[src/rtl/multicycle_control_if.sv]
// Bus between the multi-cycle sequencer and the MIPS datapath: the opcode and
// memory handshake flow in, per-cycle datapath strobes and status flow out.
interface multicycle_control_if #(
    parameter int COUNT_WIDTH = 32
);
    logic [5:0]             Op;
    logic                   mem_ready;
    logic                   PCWrite;
    logic                   PCWriteCond;
    logic                   BranchNe;
    logic                   IorD;
    logic                   MemRead;
    logic                   MemWrite;
    logic                   IRWrite;
    logic                   MemtoReg;
    logic                   RegDst;
    logic                   RegWrite;
    logic                   ALUSrcA;
    logic [1:0]             ALUSrcB;
    logic [1:0]             ALUOp;
    logic [1:0]             PCSource;
    logic [3:0]             state;
    logic                   illegal;
    logic [COUNT_WIDTH-1:0] instr_count;

    // Sequencer side: consumes opcode/handshake, drives strobes.
    modport master (
        input  Op, mem_ready,
        output PCWrite, PCWriteCond, BranchNe, IorD, MemRead, MemWrite,
               IRWrite, MemtoReg, RegDst, RegWrite, ALUSrcA, ALUSrcB,
               ALUOp, PCSource, state, illegal, instr_count
    );

    // Datapath side: supplies opcode/handshake, consumes strobes.
    modport slave (
        output Op, mem_ready,
        input  PCWrite, PCWriteCond, BranchNe, IorD, MemRead, MemWrite,
               IRWrite, MemtoReg, RegDst, RegWrite, ALUSrcA, ALUSrcB,
               ALUOp, PCSource, state, illegal, instr_count
    );
endinterface

[src/rtl/multicycle_control.sv]
// Multi-cycle MIPS sequencer: steps fetch/decode/execute/memory/writeback,
// stalls on the memory ready handshake and counts retired instructions.
module multicycle_control #(
    parameter int COUNT_WIDTH = 32
) (
    input  logic                  clock,
    input  logic                  reset,
    multicycle_control_if.master  bus
);
    typedef enum logic [3:0] {
        FETCH   = 4'd0,
        DECODE  = 4'd1,
        MEMADR  = 4'd2,
        MEMRD   = 4'd3,
        MEMWB   = 4'd4,
        MEMWR   = 4'd5,
        EXEC    = 4'd6,
        RWB     = 4'd7,
        BRANCH  = 4'd8,
        JUMP    = 4'd9,
        ADDI_EX = 4'd10,
        ADDI_WB = 4'd11
    } state_t;

    localparam logic [5:0] OP_RTYPE = 6'h00;
    localparam logic [5:0] OP_J     = 6'h02;
    localparam logic [5:0] OP_BEQ   = 6'h04;
    localparam logic [5:0] OP_BNE   = 6'h05;
    localparam logic [5:0] OP_ADDI  = 6'h08;
    localparam logic [5:0] OP_LW    = 6'h23;
    localparam logic [5:0] OP_SW    = 6'h2B;

    localparam logic [COUNT_WIDTH-1:0] COUNT_ONE = {{(COUNT_WIDTH-1){1'b0}}, 1'b1};

    state_t                 state_reg;
    state_t                 state_next;
    logic [COUNT_WIDTH-1:0] count_reg;
    logic                   retire;

    // State register; reset aborts any instruction in flight.
    always_ff @(posedge clock or posedge reset) begin
        if (reset) begin
            state_reg <= FETCH;
        end else begin
            state_reg <= state_next;
        end
    end

    // Retired-instruction counter, wraps naturally at all-ones.
    always_ff @(posedge clock or posedge reset) begin
        if (reset) begin
            count_reg <= '0;
        end else if (retire) begin
            count_reg <= count_reg + COUNT_ONE;
        end
    end

    // Next-state and strobe decode; strobes are forced low while reset is held
    // so nothing reaches the datapath between reset assertion and the edge.
    always_comb begin
        state_next       = state_reg;
        retire           = 1'b0;
        bus.PCWrite      = 1'b0;
        bus.PCWriteCond  = 1'b0;
        bus.BranchNe     = 1'b0;
        bus.IorD         = 1'b0;
        bus.MemRead      = 1'b0;
        bus.MemWrite     = 1'b0;
        bus.IRWrite      = 1'b0;
        bus.MemtoReg     = 1'b0;
        bus.RegDst       = 1'b0;
        bus.RegWrite     = 1'b0;
        bus.ALUSrcA      = 1'b0;
        bus.ALUSrcB      = 2'd0;
        bus.ALUOp        = 2'd0;
        bus.PCSource     = 2'd0;
        bus.illegal      = 1'b0;

        case (state_reg)
            FETCH: begin
                bus.MemRead = 1'b1;
                bus.ALUSrcB = 2'd1;
                if (bus.mem_ready) begin
                    bus.IRWrite = 1'b1;
                    bus.PCWrite = 1'b1;
                    state_next  = DECODE;
                end
            end
            DECODE: begin
                bus.ALUSrcB = 2'd3;
                case (bus.Op)
                    OP_RTYPE:       state_next = EXEC;
                    OP_LW, OP_SW:   state_next = MEMADR;
                    OP_BEQ, OP_BNE: state_next = BRANCH;
                    OP_J:           state_next = JUMP;
                    OP_ADDI:        state_next = ADDI_EX;
                    default: begin
                        bus.illegal = 1'b1;
                        retire      = 1'b1;
                        state_next  = FETCH;
                    end
                endcase
            end
            MEMADR: begin
                bus.ALUSrcA = 1'b1;
                bus.ALUSrcB = 2'd2;
                state_next  = (bus.Op == OP_LW) ? MEMRD : MEMWR;
            end
            MEMRD: begin
                bus.MemRead = 1'b1;
                bus.IorD    = 1'b1;
                if (bus.mem_ready) begin
                    state_next = MEMWB;
                end
            end
            MEMWB: begin
                bus.RegWrite = 1'b1;
                bus.MemtoReg = 1'b1;
                retire       = 1'b1;
                state_next   = FETCH;
            end
            MEMWR: begin
                bus.MemWrite = 1'b1;
                bus.IorD     = 1'b1;
                if (bus.mem_ready) begin
                    retire     = 1'b1;
                    state_next = FETCH;
                end
            end
            EXEC: begin
                bus.ALUSrcA = 1'b1;
                bus.ALUOp   = 2'd2;
                state_next  = RWB;
            end
            RWB: begin
                bus.RegWrite = 1'b1;
                bus.RegDst   = 1'b1;
                retire       = 1'b1;
                state_next   = FETCH;
            end
            BRANCH: begin
                bus.ALUSrcA     = 1'b1;
                bus.ALUOp       = 2'd1;
                bus.PCWriteCond = 1'b1;
                bus.PCSource    = 2'd1;
                bus.BranchNe    = bus.Op[0];
                retire          = 1'b1;
                state_next      = FETCH;
            end
            JUMP: begin
                bus.PCWrite  = 1'b1;
                bus.PCSource = 2'd2;
                retire       = 1'b1;
                state_next   = FETCH;
            end
            ADDI_EX: begin
                bus.ALUSrcA = 1'b1;
                bus.ALUSrcB = 2'd2;
                state_next  = ADDI_WB;
            end
            ADDI_WB: begin
                bus.RegWrite = 1'b1;
                retire       = 1'b1;
                state_next   = FETCH;
            end
            default: begin
                state_next = FETCH;
            end
        endcase

        if (reset) begin
            retire          = 1'b0;
            bus.PCWrite     = 1'b0;
            bus.PCWriteCond = 1'b0;
            bus.BranchNe    = 1'b0;
            bus.IorD        = 1'b0;
            bus.MemRead     = 1'b0;
            bus.MemWrite    = 1'b0;
            bus.IRWrite     = 1'b0;
            bus.MemtoReg    = 1'b0;
            bus.RegDst      = 1'b0;
            bus.RegWrite    = 1'b0;
            bus.ALUSrcA     = 1'b0;
            bus.ALUSrcB     = 2'd0;
            bus.ALUOp       = 2'd0;
            bus.PCSource    = 2'd0;
            bus.illegal     = 1'b0;
        end
    end

    assign bus.state       = state_reg;
    assign bus.instr_count = count_reg;
endmodule

[src/flat_wrapper.sv]
// flat-port wrapper written by rule: the top's interface ports become plain ports
module multicycle_control_flat 
#(
    parameter int COUNT_WIDTH = 32
)
  (clock, reset, bus_Op, bus_mem_ready, bus_PCWrite, bus_PCWriteCond, bus_BranchNe, bus_IorD, bus_MemRead, bus_MemWrite, bus_IRWrite, bus_MemtoReg, bus_RegDst, bus_RegWrite, bus_ALUSrcA, bus_ALUSrcB, bus_ALUOp, bus_PCSource, bus_state, bus_illegal, bus_instr_count);
  multicycle_control_if #(.COUNT_WIDTH(COUNT_WIDTH)) bus_i ();
  input  logic clock;
  input  logic reset;
  input wire logic [$bits(bus_i.Op)-1:0] bus_Op;
  input wire logic [$bits(bus_i.mem_ready)-1:0] bus_mem_ready;
  output wire logic [$bits(bus_i.PCWrite)-1:0] bus_PCWrite;
  output wire logic [$bits(bus_i.PCWriteCond)-1:0] bus_PCWriteCond;
  output wire logic [$bits(bus_i.BranchNe)-1:0] bus_BranchNe;
  output wire logic [$bits(bus_i.IorD)-1:0] bus_IorD;
  output wire logic [$bits(bus_i.MemRead)-1:0] bus_MemRead;
  output wire logic [$bits(bus_i.MemWrite)-1:0] bus_MemWrite;
  output wire logic [$bits(bus_i.IRWrite)-1:0] bus_IRWrite;
  output wire logic [$bits(bus_i.MemtoReg)-1:0] bus_MemtoReg;
  output wire logic [$bits(bus_i.RegDst)-1:0] bus_RegDst;
  output wire logic [$bits(bus_i.RegWrite)-1:0] bus_RegWrite;
  output wire logic [$bits(bus_i.ALUSrcA)-1:0] bus_ALUSrcA;
  output wire logic [$bits(bus_i.ALUSrcB)-1:0] bus_ALUSrcB;
  output wire logic [$bits(bus_i.ALUOp)-1:0] bus_ALUOp;
  output wire logic [$bits(bus_i.PCSource)-1:0] bus_PCSource;
  output wire logic [$bits(bus_i.state)-1:0] bus_state;
  output wire logic [$bits(bus_i.illegal)-1:0] bus_illegal;
  output wire logic [$bits(bus_i.instr_count)-1:0] bus_instr_count;
  assign bus_i.Op = bus_Op;
  assign bus_i.mem_ready = bus_mem_ready;
  assign bus_PCWrite = bus_i.PCWrite;
  assign bus_PCWriteCond = bus_i.PCWriteCond;
  assign bus_BranchNe = bus_i.BranchNe;
  assign bus_IorD = bus_i.IorD;
  assign bus_MemRead = bus_i.MemRead;
  assign bus_MemWrite = bus_i.MemWrite;
  assign bus_IRWrite = bus_i.IRWrite;
  assign bus_MemtoReg = bus_i.MemtoReg;
  assign bus_RegDst = bus_i.RegDst;
  assign bus_RegWrite = bus_i.RegWrite;
  assign bus_ALUSrcA = bus_i.ALUSrcA;
  assign bus_ALUSrcB = bus_i.ALUSrcB;
  assign bus_ALUOp = bus_i.ALUOp;
  assign bus_PCSource = bus_i.PCSource;
  assign bus_state = bus_i.state;
  assign bus_illegal = bus_i.illegal;
  assign bus_instr_count = bus_i.instr_count;
  multicycle_control #(.COUNT_WIDTH(COUNT_WIDTH)) u_core (.clock(clock), .reset(reset), .bus(bus_i));
endmodule
[config.mk]
export PLATFORM = sky130hd
export DESIGN_NAME = multicycle_control_flat
export DESIGN_NICKNAME = d
export VERILOG_FILES = /design/src/rtl/multicycle_control_if.sv /design/src/rtl/multicycle_control.sv /design/src/flat_wrapper.sv
export SDC_FILE = /design/constraint.sdc
export NUM_CORES = 1
export LEC_CHECK = 0
export ABC_AREA = 1
export CAP_MARGIN = 20
export CORE_MARGIN = 2
export CORE_UTILIZATION = 55
export DETAILED_ROUTE_END_ITERATION = 7
export MAX_ROUTING_LAYER = met4
export PLACE_DENSITY = 0.87
export SYNTH_ARGS = -nofsm -noshare
export SYNTH_HDL_FRONTEND = slang
export SYNTH_SLANG_ARGS = --single-unit
[constraint.sdc]
create_clock -name clock -period 5.6 [get_ports clock]
set_input_delay 0.84 -clock clock [delete_from_list [all_inputs] [get_ports clock]]
set_output_delay 0.84 -clock clock [all_outputs]
set_load 0.05 [all_outputs]
* After elaboration in Yosys (flattened, before gate mapping) *
Cells that the tools add are included.

cells by class
  $add $sub $neg = 1
  equal/unequal tests = 20
  mux-type cells = 40
  reductions and logical operators = 12

operators by type and width
  cell                                                                   count
  32-bit by 1-bit adder with 32-bit output, second input constant        1
  4-bit case mux with 7 select lines                                     1
  1-bit two-way mux                                                      26
  4-bit case mux with 5 select lines                                     1
  4-bit by 3-bit equality test with 1-bit output, second input constant  4
  4-bit equality test, second input constant                             4
  6-bit by 3-bit equality test with 1-bit output, second input constant  2
  6-bit equality test, second input constant                             2
  4-bit two-way mux                                                      3
  2-bit OR reduction                                                     5
  4-bit by 2-bit equality test with 1-bit output, second input constant  2
  2-bit case mux with 2 select lines                                     2
  7-bit OR reduction                                                     1
  6-bit by 2-bit equality test with 1-bit output, second input constant  1
  6-bit by 4-bit equality test with 1-bit output, second input constant  1
  6-bit zero test                                                        1
  2-bit two-way mux                                                      3
  2-bit inequality test, second input constant                           3
  2-bit case mux with 3 select lines                                     1
  5-bit OR reduction                                                     1
  4-bit by 1-bit equality test with 1-bit output, second input constant  1
  4-bit zero test                                                        1
  4-bit OR reduction                                                     1
  3-bit two-way mux                                                      1
  4 further kinds                                                        4

storage, ports and cells
  bits in registers = 36
  input bits = 9
  output and inout port bits = 54
  logic and storage cells = 75

* Depth between registers and ports, before layout *
Gate-level depths: netlist of run 1.

  word-level depth = 5
  depth in mapped cells = 11

* Worst setup path before layout of run 1 *
Ideal clock, no wire load.

  path type = input port to output port
  start point = input reset
  end point = output bus_PCSource[0]
  arrival time = 2.225 ns
  required time = 4.760 ns
  setup slack = 2.535 ns
  stages on the path = 4
  buffers on the path = 3
  cell sequence = buf_2 > clkbuf_1 > nor2_1 > buf_4

on the way
  word-level cells in the longest chain between the ends = 1

ends and longest elaborated chain
  item               RTL line                   RTL
  from (decl)        flat_wrapper.sv:9          input logic reset;
  2-bit two-way mux  multicycle_control.sv:171  if (reset) begin
  to (decl)          flat_wrapper.sv:25         output wire logic [$bits(bus_i.PCSource)-1:0] bus_PCSource;

No other way between the ends.

* Worst setup path in the final report of run 1 *
  start point = input bus_Op[0]
  end point = output bus_illegal

on the way
  word-level cells in the longest chain between the ends = 5

ends and longest elaborated chain
  item                                               RTL line                   RTL
  from (decl)                                        flat_wrapper.sv:10         input wire logic [$bits(bus_i.Op)-1:0] bus_Op;
  6-bit equality test, or another cell as far along  multicycle_control.sv:91   case (bus.Op)
  7-bit OR reduction (no source line) *              n/a
  1-bit two-way mux *                                multicycle_control.sv:91
  1-bit two-way mux *                                multicycle_control.sv:79   case (state_reg)
  1-bit two-way mux *                                multicycle_control.sv:171
  to (decl)                                          flat_wrapper.sv:27         output wire logic [$bits(bus_i.illegal)-1:0] bus_illegal;

Mark *: on every way between the ends. The rest lies on a longest branch, timed or not.

==> qor.yml, run 1 <==
ios: 63
clockBufferDepth: 2
place_congestion: 0.906
power.switching_w: 0.000434
hold_depth: 2
crit_type: "in2out"
initial_core_util_pct: 57.5
rsz0062_at_grt: "false"
ctsHoldBuffers: 0
final_cell_area_mm2: 0.00347
antenna_found_initial: 0
first_pass_iters: 4
overflow: 0
finalCriticalPeriod_ps: 3600
die-area_mm2: 0.00555
via_per_inst: 5.26
pwr-share-clk_pct: 24.2
core-area_mm2: 0.00475
power_frac_seq_pct: 33.0
ant_nets: 0
worstPathMaxFanout: 4
vdd_ir_drop_max_mv: 0.215
power_frac_comb_pct: 42.8
antennaDiodeCount: 0
relSlewSlack_pct: 51.5
cp.arrival_ps: 2760
clock_latency_ps: 290
root_buffer: "clkbuf_8"
fmaxAchievable_ghz: 0.278
grt_pass1_vias: 2728
synth-seq-area-share_pct: 33.0
synth-seq-cells: 36
nets: 511
wl_per_cell_um: 13.4
outcome: "completed"
track_usage_pct: 30.6
grt_max_degree: 39
largest_reg_flops: 32
clk_pin_slew_ps: 80
ctsResizeCount: 0
worst_setup_path_start_kind: "primary input"
fp.dieW_um: 74.5
syn_avg_cell_area_um2: 6.17
synthToLayoutAreaGrowth_pct: 27.1
tritoncts: "done"
num_vias: 2991
p_sw_share_pct: 45.4
skew_ps: 6.11
drv_cap: 0
r2r_slack_ps: 3540
drt_wl_total_mm: 7.61
clkSinkCount: 36
yosysUniqueCellTypes: 25
p_int_w: 0.000522
drtIter0Drc: 276
slew_violations: 0
cts_buffers: 5
fin_tns_setup_ps: 0
endpoint_kind: "primary output"
layout-drive-gt1-share_pct: 4.58
drc_errors: 0
fin_util_pct: 73.1
finalPower_w: 0.000956
placed_area_mm2: 0.00337
ys_warn_count: 0
cts_max_level: 2
synthCells: 443
post_cts_buffers: 0
setup-violations-final: 0
ff2ff_path_depth: 8
worstPathRequired_ps: 4760
netlist_area_mm2: 0.00273
place_inst: 561
hold_path_class: "reg2reg"
p_leak_nw: 1.56
worst_slew_pin_slew_ps: 726
port_buffers: 62
fp-row-count: 25
grt_pass1_wl_mm: 12.7
p_per_area_mw_per_mm2: 275
hpwl_mm: 5.77
mappedNetlistNets: 453
die_y_um: 74.5
nFillCells: 428
period_share_pct: 64.3
hold_viol_final: 0
finalNonFillerCells: 569
==> synth_stat cells <==
master | count | area share (%)
nand4_1 | 1 | 0.23
buf_2 | 3 | 0.55
xor2_1 | 4 | 1.3
nand2_1 | 192 | 26
nor2_2 | 4 | 0.92
nand2_4 | 2 | 0.82
buf_4 | 2 | 0.55
a21oi_1 | 5 | 0.92
clkbuf_1 | 4 | 0.55
nand3_1 | 49 | 9.0
dfrtp_1 | 36 | 33
ha_1 | 1 | 0.46
o21ai_0 | 9 | 1.6
nand3_2 | 1 | 0.37
inv_1 | 18 | 2.5
nand3b_1 | 15 | 4.1
nand2_2 | 2 | 0.46
clkinv_1 | 4 | 0.55
inv_2 | 3 | 0.41
xnor2_1 | 9 | 2.9
nor2_1 | 70 | 9.6
nor3_1 | 1 | 0.18
nor2_4 | 2 | 0.82
buf_6 | 3 | 1.2
a31oi_1 | 3 | 0.69
==> cells in the final DEF, fill, tap and decap left out <==
master and count:
nand3_1 49, nand3b_1 15, o21ai_0 9, xnor2_1 9, ha_1 1, nor2_1 70
inv_1 18, dfrtp_1 36, buf_4 1, nor3_1 1, clkbuf_8 5, nand2_1 192
nand2_2 2, nand2_4 2, nor2_2 4, bufinv_16 1, nand4_1 1, nand3_2 1
clkdlybuf4s50_1 62, clkbuf_1 1, xor2_1 4, a21oi_1 5, clkinv_2 1, nor2_4 2
a31oi_1 3, clkinv_1 3, inv_2 4
==> per-stage QoR <==
| stage | hold WS, ps | worst slack [ps] |
|---|---|---|
| after floorplan | 767 | 2540 |
| after CTS | 518 | 1990 |
| after global routing | 544 | 1820 |
| final | 523 | 2000 |
| after detailed placement | 503 | 2000 |
| after global placement | 492 | 2040 |
==> critical path, cell delays in order <==
cell,delay (ps)
clkdlybuf4s50_1,530
nor2_1,80
nand3_1,140
nand2_1,70
nor2_1,80
nand2_1,110
nor2_1,100
clkdlybuf4s50_1,810
==> power by group through the flow <==
| stage | combinational [W] | sequential (W) | clock, W |
|---|---|---|---|
| after floorplan | 0.000248 | 0.000376 | 0 |
| after global placement | 0.000406 | 0.000318 | 0 |
| after detailed placement | 0.000411 | 0.000319 | 0 |
| after CTS | 0.000411 | 0.000314 | 0.000234 |
| after global routing | 0.000443 | 0.000318 | 0.000246 |
| final | 0.000409 | 0.000316 | 0.000231 |
==> layout make-up <==
type | instances | area (um2) | area share (%)
Clock buffer | 6 | 72.6 | 2.09
Clock inverter | 2 | 35.0 | 1.01
Inverter | 25 | 93.8 | 2.70
Multi-Input combinational cell | 370 | 1660 | 47.8
Sequential cell | 36 | 901 | 25.9
Tap cell | 67 | 83.8 | 2.41
Timing Repair Buffer | 63 | 628 | 18.1
==> path summary, 6_finish.rpt <==
path / from / end
worst min-delay path: u_core.bus.instr_count[31] / u_core.bus.instr_count[31]
worst min register to register: u_core.bus.instr_count[31] / u_core.bus.instr_count[31]
worst max-delay path: bus_Op[0] / bus_illegal
min in group asynchronous: reset / u_core.bus.instr_count[30]
max in group asynchronous: reset / u_core.bus.instr_count[13]
worst max register to register: u_core.bus.state[1] / u_core.bus.instr_count[1]
==> layer usage <==
layer	up-vias	part of all wire (%)	global-route usage [%]
li1	1510	-	-
met1	1346	45	41.6
met2	115	46	45.7
met3	20	6.7	4.34
met4	0	2.8	12.7
met5	-	0	-
==> cells by family (layout without fill, tap and decap cells) <==
family          Yosys count  in the layout  synth area share (%)
compound gates           17             17                  3.25
fa+ha+maj                 1              1                 0.458
buf+inv                  37             96                  6.31
simple gates            339            339                  52.9
xor+xnor                 13             13                  4.16
flops                    36             36                  33.0
Note: power is estimated with default switching activity, not from simulation.
==> run 2: changes to the inputs <==
- CORE_UTILIZATION: 55 -> 46
- PLACE_DENSITY: 0.87 -> 0.77
- clock period: 5.6 -> 2.94 ns (I/O delays scaled with it)
==> run 2 against run 1 <==
Effect of this change:
- final cell count is 1.4% higher
- setup slack worse by 1700 ps
- power is 81% higher
- combinational power is 85% higher
==> qor.yml, run 2 (same netlist as run 1, synthesis figures left out) <==
outcome: "completed"
path_buf_inv: 3
clockBufferDepth: 2
layout-drive-gt1-share_pct: 7.57
post_cts_buffers: 0
ctsResizeCount: 0
ant_nets: 0
post-place-ws_ps: 559
largest_reg_flops: 32
cp.arrival_ps: 2170
antennaDiodeCount: 0
slew_violations: 0
core-area_mm2: 0.00582
cpMostUsedCell: "nor2_1"
worstPathMaxFanout: 6
track_usage_pct: 24.1
nets: 512
clock_latency_ps: 290
fin_ws_ps: 328
clk_pin_slew_ps: 70
worst_setup_path_start_kind: "flip-flop"
tritoncts: "done"
overflow: 0
ctsHoldBuffers: 0
root_buffer: "clkbuf_8"
relSlewSlack_pct: 66.1
ios: 63
cts_max_level: 2
grtUsageMet1_pct: 30.2
hpwl_mm: 5.15
synthToLayoutAreaGrowth_pct: 26.5
die_y_um: 81.1
worst_slew_pin_slew_ps: 508
p_leak_nw: 1.59
drt_wl_total_mm: 6.98
fin_util_pct: 59.5
die-area_mm2: 0.00658
slowest_delay_ps: 820
nFillCells: 585
endpoint_kind: "primary output"
hold_viol_final: 0
finalCriticalPeriod_ps: 2610
grt_pass1_wl_mm: 12.2
most-common-layout-cells: "nand2_1 (192), nor2_1 (70), nand3_1 (49), clkdlybuf4s50_1 (48), dfrtp_1 (36)"
via_per_inst: 5.20
crit_path_top_delay_cell: "clkdlybuf4s50_1"
port_buffers: 62
grtUsageMet3_pct: 4.67
antenna_found_initial: 0
fmaxAchievable_ghz: 0.383
num_vias: 3003
drc_errors: 0
vdd_ir_drop_max_mv: 0.365
p_per_area_mw_per_mm2: 501
drtIter0Drc: 239
grt_pass1_vias: 2868
setup-violations-final: 0
rsz0062_at_grt: "false"
fp.dieW_um: 81.1
place_congestion: 0.984
period_share_pct: 88.8
skew_ps: 2.72
worstPathRequired_ps: 2500
met2_usage_pct: 37.9
cts_buffers: 5
wl_per_cell_um: 12.1
grt_max_degree: 69
fin_tns_setup_ps: 0
critical_path.top_delay_family: "buffers and inverters"
drv_cap: 0
hold_path_class: "reg2reg"
final_common_cell: "nand2_1"
clkSinkCount: 36
cp_cell_sequence: "nor2_1 -> inv_1 -> nor2_1 -> inv_1 -> nor2_1 -> clkdlybuf4s50_1"
initial_core_util_pct: 47.0
fp-row-count: 28
first_pass_iters: 5
crit_type: "reg2out"
top_usage_layer: "met2"
==> run 2: worst min-delay path, delay by kind of cell, from the launching register on <==
kind | cells | cell delay (ps)
simple gates | 2 | 120
flops | 1 | 390
==> run 2: worst paths after layout <==
path	cells after the start	endpoint	slack, ps	start
max in group asynchronous	4	u_core.bus.instr_count[2]	1800	reset
min reg2reg	2	u_core.bus.instr_count[31]	530	u_core.bus.instr_count[31]
min	2	u_core.bus.instr_count[31]	530	u_core.bus.instr_count[31]
max	6	bus_ALUOp[0]	330	u_core.bus.state[1]
max reg2reg	10	u_core.bus.instr_count[26]	980	u_core.bus.instr_count[0]
min in group asynchronous	4	u_core.bus.state[3]	860	reset
==> run 2: stage by stage <==
stage                     std cells  hold slack [ps]  total power (W)  instance area [um2]
after detailed placement        570              516          0.00136                 3360
after floorplan                 443              551          0.00119                 2730
after CTS                       577              534          0.00175                 3460
after global placement          570              504          0.00135                 3360
final                           577              531          0.00173                 3460
after global routing            577              579          0.00183                 3460
==> run 2: final cells by class <==
cell class	instances	area, um2	area share, %
repair buffers	64	613	17.7
flip-flops and latches	36	901	26.0
clock buffers	7	96.3	2.79
well taps	75	93.8	2.71
inverters	25	93.8	2.71
multi-input cells	370	1660	48.0
==> run 2: per-layer routing <==
| layer | share of wire, % | routed length [um] |
|---|---|---|
| met1 | 45 | 3170 |
| met2 | 46 | 3210 |
| met3 | 6.1 | 425 |
| met4 | 2.5 | 174 |
| met5 | 0 | 0 |
==> run 2: power breakdown <==
group | switching [W] | internal [W]
logic | 0.000552 | 0.000204
clock network | 0.000173 | 0.000209
registers | 0.0000628 | 0.000532
total | 0.000788 | 0.000944
==> run 3: changes to the inputs <==
- CTS_CLUSTER_SIZE: not set -> 25
- RECOVER_POWER: not set -> 25
- SKIP_LAST_GASP: not set -> 1
==> run 3 against run 2 <==
Effect of this change:
- sequential cell count unchanged
- sequential power about the same
- die area did not move
- critical endpoint unchanged
- highest routed layer unchanged
==> qor.yml, run 3 (same netlist as run 1, synthesis figures left out) <==
outcome: "completed"
die_y_um: 81.1
ctsResizeCount: 0
tritoncts: "done"
drtIter0Drc: 238
place_congestion: 0.984
fp-row-count: 28
track_usage_pct: 24.1
most-common-layout-cells: "nand2_1 (192), nor2_1 (70), nand3_1 (49), clkdlybuf4s50_1 (47), dfrtp_1 (36)"
wl_per_cell_um: 12.0
layout-drive-gt1-share_pct: 7.37
clk_pin_slew_ps: 70
placed_area_mm2: 0.00336
r2r_start: "u_core.bus.instr_count[0]"
first_pass_iters: 5
hold_path_class: "reg2reg"
ff2ff_path_depth: 10
drc_errors: 0
finalNonFillerCells: 577
hpwl_mm: 5.15
p_leak_nw: 1.59
r2r_end: "u_core.bus.instr_count[26]"
via_per_inst: 5.19
crit_type: "reg2out"
relSlewSlack_pct: 4.55
worstPathRequired_ps: 2500
clock_latency_ps: 290
final_cell_area_mm2: 0.00344
grt_pass1_vias: 2868
post-place-ws_ps: 559
slew_violations: 0
cts_buffers: 5
vdd_ir_drop_max_mv: 0.368
die-area_mm2: 0.00658
setup-violations-final: 0
fp.dieW_um: 81.1
cts_max_level: 2
whs_endpoint: "u_core.bus.instr_count[31]"
fmaxAchievable_ghz: 0.384
place_inst: 570
root_buffer: "clkbuf_8"
fin_ws_ps: 334
period_share_pct: 88.7
synthToLayoutAreaGrowth_pct: 25.9
antenna_found_initial: 0
worst_slew_pin_slew_ps: 1430
cp.arrival_ps: 2170
endpoint_kind: "primary output"
hold_depth: 2
finalCriticalPeriod_ps: 2610
hold_viol_final: 0
initial_core_util_pct: 47.0
fin_tns_setup_ps: 0
worstPathMaxFanout: 6
drt_wl_total_mm: 6.95
num_vias: 2996
grt_pass1_wl_mm: 12.2
antennaDiodeCount: 0
overflow: 0
p_per_area_mw_per_mm2: 501
rsz0062_at_grt: "false"
clkSinkCount: 36
nets: 512
hp-start: "u_core.bus.instr_count[31]"
nFillCells: 587
ant_nets: 0
ios: 63
post_cts_buffers: 0
final_common_cell: "nand2_1"
worst_setup_path_start_kind: "flip-flop"
clockBufferDepth: 2
r2r_slack_ps: 970
port_buffers: 62
core-area_mm2: 0.00582
grt_max_degree: 69
ctsHoldBuffers: 0
largest_reg_flops: 32
skew_ps: 2.80
fin_util_pct: 59.2
drv_cap: 0
[run 3: cell count changes in the layout (fill, tap and decap cells not counted), sizes merged]
cell           change
buf                -1
clkbuf             +1
clkdlybuf4s50      -1
dlygate4sd3        +1
[run 3: critical path: stages, from the launching register on]
cell,delay [ps]
dfrtp_1,450
nor2_1,240
inv_1,60
nor2_1,120
inv_1,80
nor2_1,90
clkdlybuf4s50_1,810
[run 3: per-layer routing]
layer | GRT usage (%) | up-vias | routed length, um
li1 | - | 1524 | -
met1 | 30.2 | 1343 | 3150
met2 | 37.9 | 113 | 3210
met3 | 4.67 | 16 | 411
met4 | 10.7 | 0 | 171
met5 | - | - | 0
[run 3: worst max-delay path by stage]
| stage | startpoint | end | slack [ps] |
|---|---|---|---|
| after floorplan | u_core.bus.state[1] | bus_PCSource[0] | 380 |
| after CTS | u_core.bus.state[1] | bus_ALUOp[0] | 310 |
| after detailed placement | bus_Op[2] | u_core.bus.instr_count[6] | 560 |
| after global routing | reset | u_core.bus.instr_count[24] | 90 |
| final | u_core.bus.state[1] | bus_ALUOp[0] | 330 |
| after global placement | bus_Op[0] | bus_BranchNe | 590 |
[run 3: final cells by class]
| type | instances | area (um2) | share of cell area, % |
|---|---|---|---|
| inverters | 25 | 93.8 | 2.73 |
| well taps | 75 | 93.8 | 2.73 |
| repair buffers | 64 | 598 | 17.4 |
| multi-input cells | 370 | 1660 | 48.2 |
| clock buffers | 7 | 96.3 | 2.80 |
| flip-flops and latches | 36 | 901 | 26.2 |
[run 3: where the power goes]
part / internal (W) / switching, W
clock network: 0.000209 / 0.000170
logic: 0.000201 / 0.000552
registers: 0.000532 / 0.0000628
[run 3: per-stage QoR]
stage	power [W]	hold slack (ps)
2_1_floorplan	0.00119	551
3_3_place_gp	0.00135	504
4_1_cts	0.00175	534
5_1_grt	0.00183	579
3_5_place_dp	0.00136	516
6_report	0.00173	531
